## config.mk

```make
export PLATFORM = sky130hd
export DESIGN_NAME = image_frame_writer
export DESIGN_NICKNAME = d
export VERILOG_FILES = /design/src/rtl/image_frame_writer.sv
export SDC_FILE = /design/constraint.sdc
export NUM_CORES = 1
export LEC_CHECK = 0
export CAP_MARGIN = 20
export CORE_ASPECT_RATIO = 0.75
export CORE_MARGIN = 4
export CORE_UTILIZATION = 35
export DETAILED_ROUTE_END_ITERATION = 12
export GPL_TIMING_DRIVEN = 0
export PLACE_DENSITY = 0.58
export SKIP_LAST_GASP = 1
export SLEW_MARGIN = 10
export SYNTH_ARGS = -nofsm -noshare
export SYNTH_HDL_FRONTEND = slang
export SYNTH_SLANG_ARGS = --single-unit
```

## constraint.sdc

```tcl
create_clock -name clk -period 3.6 [get_ports clk]
set_input_delay 0.72 -clock clk [delete_from_list [all_inputs] [get_ports clk]]
set_output_delay 0.72 -clock clk [all_outputs]
set_load 0.01 [all_outputs]
```

## src/rtl/image_frame_writer.sv

```systemverilog
// image_frame_writer: parses a byte stream (sync byte, bank byte, raster-order
// pixels, optional checksum byte) and writes RGB332 pixels into one of two
// banks of the shared image memory.
// Optional feature: define IMAGE_WRITER_CHECKSUM_EN to expect a trailing XOR
// checksum byte after the pixels and report mismatches on frame_err.
module image_frame_writer #(
    parameter int unsigned IMG_W     = 320,
    parameter int unsigned IMG_H     = 240,
    parameter int unsigned BANK_SIZE = 76800,
    parameter logic [7:0]  SYNC_BYTE = 8'hA5
) (
    input  logic        clk,
    input  logic        reset,
    input  logic [7:0]  s_data,
    input  logic        s_valid,
    output logic        s_ready,
    input  logic        abort,
    output logic        wr_en,
    output logic [17:0] wr_addr,
    output logic [7:0]  wr_data,
    output logic        bank,
    output logic        busy,
    output logic        frame_done,
    output logic        frame_err
);

    localparam int unsigned XW = (IMG_W > 1) ? $clog2(IMG_W) : 1;
    localparam int unsigned YW = (IMG_H > 1) ? $clog2(IMG_H) : 1;
    localparam logic [XW-1:0] X_LAST     = XW'(IMG_W - 1);
    localparam logic [YW-1:0] Y_LAST     = YW'(IMG_H - 1);
    localparam logic [17:0]   BANK1_BASE = 18'(BANK_SIZE);

    typedef enum logic [2:0] {
        S_IDLE,
        S_HDR,
        S_PIX,
        S_CHK,
        S_DONE
    } state_t;

    state_t         state;
    state_t         state_nxt;
    logic [XW-1:0]  x;
    logic [YW-1:0]  y;
    logic [17:0]    addr;
    logic           take;
    logic           last_px;

    assign take    = s_valid && s_ready;
    assign last_px = (x == X_LAST) && (y == Y_LAST);

    // Next-state selection; abort overrides every transition.
    always_comb begin
        state_nxt = state;
        if (abort) begin
            state_nxt = S_IDLE;
        end else begin
            case (state)
                S_IDLE: if (take && (s_data == SYNC_BYTE)) state_nxt = S_HDR;
                S_HDR:  if (take) state_nxt = S_PIX;
                S_PIX: begin
                    if (take && last_px) begin
`ifdef IMAGE_WRITER_CHECKSUM_EN
                        state_nxt = S_CHK;
`else
                        state_nxt = S_DONE;
`endif
                    end
                end
                S_CHK:  if (take) state_nxt = S_DONE;
                S_DONE: state_nxt = S_IDLE;
                default: state_nxt = S_IDLE;
            endcase
        end
    end

    // State, registered handshake/status outputs, and the pixel write path.
    always_ff @(posedge clk or negedge reset) begin
        if (!reset) begin
            state      <= S_IDLE;
            s_ready    <= 1'b0;
            busy       <= 1'b0;
            frame_done <= 1'b0;
            wr_en      <= 1'b0;
            wr_addr    <= '0;
            wr_data    <= '0;
            bank       <= 1'b0;
            addr       <= '0;
            x          <= '0;
            y          <= '0;
        end else begin
            state      <= state_nxt;
            s_ready    <= (state_nxt != S_DONE);
            busy       <= (state_nxt != S_IDLE);
            frame_done <= (state_nxt == S_DONE);
            wr_en      <= 1'b0;
            if (take && !abort) begin
                case (state)
                    S_HDR: begin
                        bank <= s_data[0];
                        addr <= s_data[0] ? BANK1_BASE : 18'd0;
                        x    <= '0;
                        y    <= '0;
                    end
                    S_PIX: begin
                        wr_en   <= 1'b1;
                        wr_addr <= addr;
                        wr_data <= s_data;
                        addr    <= addr + 18'd1;
                        if (x == X_LAST) begin
                            x <= '0;
                            y <= y + YW'(1);
                        end else begin
                            x <= x + XW'(1);
                        end
                    end
                    default: ;
                endcase
            end
        end
    end

`ifdef IMAGE_WRITER_CHECKSUM_EN
    logic [7:0] csum;

    // Running XOR of pixel bytes, compared against the trailing byte.
    always_ff @(posedge clk or negedge reset) begin
        if (!reset) begin
            csum      <= '0;
            frame_err <= 1'b0;
        end else if (take && !abort) begin
            if (state == S_HDR) begin
                csum      <= '0;
                frame_err <= 1'b0;
            end else if (state == S_PIX) begin
                csum <= csum ^ s_data;
            end else if (state == S_CHK) begin
                frame_err <= (csum != s_data);
            end
        end
    end
`else
    assign frame_err = 1'b0;
`endif

endmodule

```

Word level (Yosys, flattened, before mapping)
Cells that the tools add are included.

cells by class
  add/sub/neg operators = 3
  eq/ne operators = 9
  mux-type cells = 14
  reduce and logical (&&, ||, !) cells = 13

operators by type and width
  cell                     number
  $pmux W18 S2             1
  $add A18 B1 Y18 const B  1
  $pmux W9 S2              1
  $mux W17                 1
  $eq A8 B8 Y1 const B     2
  $pmux W8 S2              1
  $mux W3                  5
  $pmux W3 S4              1
  $add A9 B1 Y9 const B    1
  $eq A9 B9 Y1 const B     1
  $mux W9                  1
  $add A8 B1 Y8 const B    1
  $mux W8                  1
  $eq A3 B2 Y1 const B     2
  $reduce_and A2 Y1        3
  $logic_and A1 B1 Y1      5
  $eq A3 B1 Y1 const B     1
  $eq A3 B3 Y1 const B     1
  $logic_not A3 Y1         1
  $ne A3 B3 Y1 const B     1
  $reduce_and A3 Y1        1
  $reduce_bool A3 Y1       1
  $mux W1                  2
  $ne A2 B2 Y1 const B     1
  other kinds (2)          2

word-level totals
  register bits after elaboration = 69
  input port bits = 12
  output and inout bits = 32
  word-level logic and storage cells = 50

Logic depth before layout (Yosys ltp)
Gate-level depths: netlist of the first run.

  depth in word-level cells = 7
  mapped depth = 7
  gate-level depth less buffers = 5

Worst setup path after synthesis of the first run
Ideal clock, no wire load.

  path kind = in2reg
  start point = input abort
  end point = register addr[17]
  library setup time = 0.078 ns
  arrival time = 1.899 ns
  data required time = 3.522 ns
  setup slack = 1.623 ns
  stages on the path = 6
  buffers on the path = 2
  cell sequence = and4bb_1 buf_4 nand2_4 buf_6 or4_1 a21oi_1

on the way
  word-level cells in the longest chain between the ends = 3

RTL lines
  element                      RTL line  text
  from (decl)                  17        input logic abort,
  $logic_not A1 Y1             97        if (take && !abort) begin
  $logic_and A1 B1 Y1          97
  $reduce_and A2 Y1 (no line)  -
  to (signal assigned)         101       addr <= s_data[0] ? BANK1_BASE : 18'd0;
  to (signal assigned)         109       addr <= addr + 18'd1;
  to (decl)                    45        logic [17:0] addr;

No other way between the ends.
A chain may end at the register's enable or synchronous reset.

Worst setup path in the final report of the first run
  start point = input abort
  end point = register wr_data[5]

on the way
  word-level cells in the longest chain between the ends = 3

RTL lines
  element                      RTL line  text
  $logic_not A1 Y1             97
  $logic_and A1 B1 Y1          97
  $reduce_and A2 Y1 (no line)  -
  to (signal assigned)         108       wr_data <= s_data;
  to (decl)                    20        output logic [7:0] wr_data,

No other way between the ends.

==> reports/qor.yml, run 1 <==
setup_path:
  critPathMaxFanout: 10
  worstPathRequired_ps: 3830
  endpoint_kind: "flop"
  crit_chain: "clkdlybuf4s50_1, and4bb_1, buf_4, nand2_1, clkinv_1, clkbuf_1, nand2_1, nand2_1"
  worst_path_most_repeated_cell: "nand2_1"
  crit_type: "primary input to flop"
  arrival_ps: 2680
  slowest_delay_ps: 540
  crit_path_top_delay_cell: "clkdlybuf4s50_1"
  critPathLaunchType: "primary input"
clock_tree:
  cts.sinks: 69
  post_cts_resized: 0
  cts_made_buffers: 9
  ctsHoldBuffers: 0
  clock_latency_ps: 340
  cts_setup_buffers: 0
  cts_root_buf: "clkbuf_16"
  clockBufferDepth: 2
  htreeDepth: 3
  cts_tree: "built"
  clkTransAtPathRegs_ps: 50
die:
  die_h_um: 92.29
  rows: 30
  dieArea_sq_um: 11110
  dieWidth_um: 120.4
  io_pins: 44
  core_area_sq_um: 9159
  initial_utilization_pct: 36.20
global_route:
  grtUsageTotal_pct: 15.64
  grt_pass1_vias: 2629
  grt_max_degree: 41
  grt_overflow: 0
  antenna_found_initial: 0
  grt_pass1_wl_mm: 13.65
timing:
  drv_slew: 0
  slew_headroom_pct: 50.60
  tns_ps: 0
  rsz0062_at_grt: "false"
  tightest_slew_ps: 735.7
  clock_skew_ps: 10.08
  period_needed_ps: 2456
  finalHoldViolCount: 0
  period_share_pct: 68.22
  fmax_mhz: 407.2
  setup_violations: 0
placement:
  place.gp.congestion: 0.8615
  port_buffers: 42
  place_area_sq_um: 3914
  post-dp-hpwl_mm: 5.749
final_layout:
  mostFrequentLayoutCells: "nand2_1 (94), dfrtp_1 (69), clkdlybuf4s50_1 (41), nor2_1 (22), a21oi_1 (15)"
  drive_gt1_share_pct: 8.232
  nFillCells: 912
  num_antenna_cells: 0
  final_nets: 423
  seqCellArea_sq_um: 1727
  multi_input_area_sq_um: 1468
  syn2layout_area_growth_pct: 27.89
  finalInstanceArea_sq_um: 4240
  final_common_cell: "nand2_1"
synthesis:
  synthTopCellsByArea: "dfrtp_1 (52%), nand2_1 (11%), xnor2_1 (2.9%)"
  yosys_warnings: 0
  synthFlopType: "dfrtp_1"
  synth_cell_types: 49
  ys_seq_area_share_pct: 52.08
  yosysTopAreaCell: "dfrtp_1"
  avgSynthCellArea_sq_um: 9.366
  synth_edf_count: 0
  syn_nets: 369
  ys_seq_elements: 69
  netlist_area_sq_um: 3316
  synthArstFlopShare_pct: 100.0
  netlist.area_leader.share_pct: 52.08
  syn_inst: 354
detailed_routing:
  drc: 0
  vias: 2763
  first_pass_iters: 4
  drt_iter0_markers: 171
  postRouteAntennaNets: 0
  viasPerCell: 5.107
  wl_per_cell_um: 15.04
  totalWireLength_mm: 8.138
pwr:
  irDropWorstVdd_mv: 0.2032
  p_leak_nw: 1.889
  powerDensity_nw_per_um2: 432.5
hold_path:
  hp-class: "primary input to async pin"
run:
  cap_violations: 0
outcome:
  status: "completed"
==> worst paths after layout <==
check                      startpoint  depth (start not counted)  slack [ps]    endpoint
max                             abort                          8        1140  wr_data[5]
min                             reset                          1         320        y[4]
max reg2reg                  state[2]                          7        1610        y[7]
min reg2reg                wr_addr[7]                          2         470  wr_addr[7]
max in group asynchronous       reset                          2        2730    addr[11]
min in group clk           wr_addr[7]                          2         470  wr_addr[7]
==> Yosys cell counts (2+ instances only) <==
master and number:
nand3_1 13, o21ai_0 14, nand2_1 94, and3_1 4
buf_4 3, o32ai_1 2, buf_6 2, clkbuf_1 5
a2bb2oi_1 3, buf_1 4, xnor2_1 11, inv_1 5
nor3_1 3, a31oi_1 2, xor2_1 2, or3b_2 3
ha_1 3, and4_1 4, and2_1 3, nor4_1 7
a21oi_1 15, nand4_1 11, or4_1 12, buf_2 3
nor2b_1 2, nor2_1 22, a22o_1 2, o31ai_1 11
dfrtp_1 69
==> power by group <==
group	switching [mW]	total (mW)	internal, mW
clock network	0.319	0.960	0.641
logic	0.0407	0.0758	0.0351
registers	0.00972	0.798	0.788
==> logic make-up (layout without fill, tap and decap cells) <==
group | count (synthesis) | count (layout) | synth area share [%]
AND/OR/NAND/NOR | 188 | 188 | 27.81
flip-flops | 69 | 69 | 52.08
AO/OA/AOI/OAI | 54 | 54 | 10.60
buffers and inverters | 24 | 83 | 3.660
XOR/XNOR | 14 | 14 | 4.264
adder cells (fa/ha/maj) | 3 | 3 | 1.132
other | 1 | 1 | 0.1131
multiplexers | 1 | 1 | 0.3396
==> layout make-up <==
| class | instances | area share [%] |
|---|---|---|
| flip-flops and latches | 69 | 40.72 |
| multi-input cells | 261 | 34.61 |
| repair buffers | 43 | 10.33 |
| clock buffers | 12 | 6.049 |
| well taps | 128 | 3.777 |
| plain buffers | 18 | 2.331 |
| clock inverters | 4 | 1.652 |
| inverters | 6 | 0.5311 |
==> critical path: cells and delay by family <==
| kind | cells | cell delay [ps] |
|---|---|---|
| buffers and inverters | 4 | 1370 |
| AND/OR/NAND/NOR | 4 | 570 |
==> sequential cells by signal (all words and copies together) (netlist names), 3 cells and up <==
| register | cells |
|---|---|
| addr | 18 |
| wr_addr | 18 |
| x | 9 |
| wr_data | 8 |
| y | 8 |
| state | 3 |
==> routing by layer <==
layer	vias to the layer above	routed length (um)	track usage [%]
li1	1361	-	-
met1	1316	4118	23.09
met2	78	3339	20.78
met3	8	578	5.861
met4	0	102	5.283
met5	-	0	0
==> metrics by stage <==
stage | power (mW) | setup WS [ps] | hold slack, ps | instances | util (%)
floorplan | 0.8346 | 1623 | 424.4 | 354 | -
global placement | 0.8854 | -663.7 | 458.6 | 524 | 42.54
detailed placement | 0.8885 | 785.0 | 461.2 | 525 | 42.73
CTS | 1.858 | 1136 | 325.1 | 541 | 46.30
global route | 1.900 | 963.4 | 340.3 | 541 | 46.30
finish | 1.834 | 1144 | 318.2 | 541 | 46.30
Note: power is estimated with default switching activity, not from simulation.
==> run 2: changes to the inputs <==
clock period = 2.49 ns   (was 3.6 ns; I/O delays follow)
==> results of run 2 <==
Same layout as run 1 (identical final DEF). Status: completed.
Main changes from that run: setup slack after placement 785.0 ps -> -103.0 ps; setup slack after layout 1144 ps -> 256.1 ps; hold slack 318.2 ps -> 96.21 ps; register-to-register setup slack 1610 ps -> 500 ps; total power 1.834 mW -> 2.651 mW; worst IR drop on VDD 0.2032 mV -> 0.2938 mV
==> run 3: changes to the inputs <==
PLACE_DENSITY = 0.6   (was 0.58)
SLEW_MARGIN = not set   (was 10)
==> run 3 against run 2 <==
Count of clock-buffer cells in the layout unchanged. Register-to-register slack improved by 40 ps. First-iteration DRC count decreased by 8.2%. Core utilization increased by 0.082 points. Via count increased by 0.54%. Combinational power about the same. Power increased by 0.46%. Critical path depth unchanged. Clock power about the same. Sequential power about the same.
==> reports/qor.yml, run 3 (synthesis results as in run 1) <==
clock_tree:
  clockBufferDepth: 2
  clock_latency_ps: 340
  cts.sinks: 69
  cts_setup_buffers: 0
  post_cts_resized: 0
  cts_root_buf: "clkbuf_16"
  cts_tree: "built"
  htreeDepth: 3
  cts_made_buffers: 9
  ctsHoldBuffers: 0
  clkTransAtPathRegs_ps: 50
detailed_routing:
  totalWireLength_mm: 8.152
  viasPerCell: 5.135
  vias: 2778
  first_pass_iters: 4
  drc: 0
  drt_iter0_markers: 157
  postRouteAntennaNets: 0
  wl_per_cell_um: 15.07
hold_path:
  hp-class: "primary input to async pin"
timing:
  slew_headroom_pct: 48.72
  tightest_slew_ps: 763.7
  tns_ps: 0
  clock_skew_ps: 4.690
  setup_ws_ps: 289.4
  period_share_pct: 88.38
  rsz0062_at_grt: "false"
  period_needed_ps: 2201
  drv_slew: 0
  timing.hold.ws_ps: 163.7
  setup_violations: 0
  fmax_mhz: 454.4
  finalHoldViolCount: 0
setup_path:
  crit_path_top_delay_cell: "clkdlybuf4s50_1"
  critPathLaunchType: "primary input"
  rr_worst_depth: 7
  slowest_delay_ps: 520
  worstPathRequired_ps: 2710
  path_delay_family: "buffers and inverters"
  critPathMaxFanout: 10
  crit_chain: "clkdlybuf4s50_1, and4bb_1, buf_4, nand2_1, clkinv_1, clkbuf_1, nand2_1, nand2_1"
  crit_cells: 8
  endpoint_kind: "flop"
  arrival_ps: 2420
  cp_num_buf_inv: 4
  crit_type: "primary input to flop"
  worst_path_most_repeated_cell: "nand2_1"
outcome:
  status: "completed"
die:
  rows: 30
  dieWidth_um: 120.4
  die_h_um: 92.29
  io_pins: 44
  core_area_sq_um: 9159
  dieArea_sq_um: 11110
  initial_utilization_pct: 36.20
placement:
  port_buffers: 42
  detailedPlace.worstSlack_ps: -72.57
  place.gp.congestion: 0.8522
  post-dp-hpwl_mm: 5.592
pwr:
  irDropWorstVdd_mv: 0.3158
  p_leak_nw: 1.892
  powerDensity_nw_per_um2: 627.0
global_route:
  antenna_found_initial: 0
  grt_pass1_wl_mm: 13.42
  grtUsageTotal_pct: 15.32
  grt_overflow: 0
  grt_max_degree: 70
  grt_pass1_vias: 2582
final_layout:
  final_common_cell: "nand2_1"
  num_antenna_cells: 0
  syn2layout_area_growth_pct: 28.11
  mostFrequentLayoutCells: "nand2_1 (94), dfrtp_1 (69), clkdlybuf4s50_1 (41), nor2_1 (22), a21oi_1 (15)"
  drive_gt1_share_pct: 8.232
  nFillCells: 916
  final_nets: 423
  largestRegisters: "addr: 18 flops, wr_addr: 18 flops, x: 9 flops"
run:
  cap_violations: 0
[run 3: cell counts in the layout (fill, tap and decap cells not counted)]
Identical to the previous run, type by type.
[run 3: layer usage]
metal	wire length [um]	global-route usage [%]	up-vias	part of all wire [%]
met5	0	0	-	0
li1	-	-	1351	-
met1	4268	22.80	1342	52
met2	3369	20.50	78	41
met4	52	4.811	0	0.64
met3	462	5.556	7	5.7
[run 3: worst reg2reg max path, stage by stage (launching register included)]
cell and delay (ps):
dfrtp_1 440, and4bb_1 220, buf_4 170, nand2_1 170, clkinv_1 330, clkbuf_1 320
nand2_1 120, nand2_1 60
[run 3: worst paths after layout]
path	startpoint	endpoint	slack, ps
max	abort	wr_addr[2]	290
min	reset	y[5]	160
max reg2reg	s_ready	wr_addr[2]	540
min reg2reg	wr_addr[15]	wr_addr[15]	470
max in group asynchronous	reset	x[2]	2040
min in group clk	wr_addr[15]	wr_addr[15]	470
[run 3: area by class of cell]
cell class	instances	area, sq um	share of cell area (%)
Clock buffer	12	256.5	6.038
Buffer	18	98.84	2.327
Tap cell	128	160.2	3.770
Timing Repair Buffer	43	445.4	10.49
Sequential cell	69	1727	40.65
Inverter	6	22.52	0.5302
Clock inverter	4	70.07	1.649
Multi-Input combinational cell	261	1468	34.55
[run 3: metrics by stage]
stage / cells / power (mW) / area, sq um / utilization (%)
global placement: 524 / 1.281 / 3896 / 42.54
detailed placement: 525 / 1.287 / 3921 / 42.81
global route: 541 / 2.759 / 4248 / 46.38
floorplan: 354 / 1.207 / 3316 / -
finish: 541 / 2.664 / 4248 / 46.38
CTS: 541 / 2.702 / 4248 / 46.38
[run 3: power breakdown]
part           internal (mW)  switching (mW)  total [mW]
logic                 0.0522          0.0592       0.111
clock network          0.928           0.471        1.40
registers               1.14          0.0143        1.15
total                   2.12           0.545        2.66
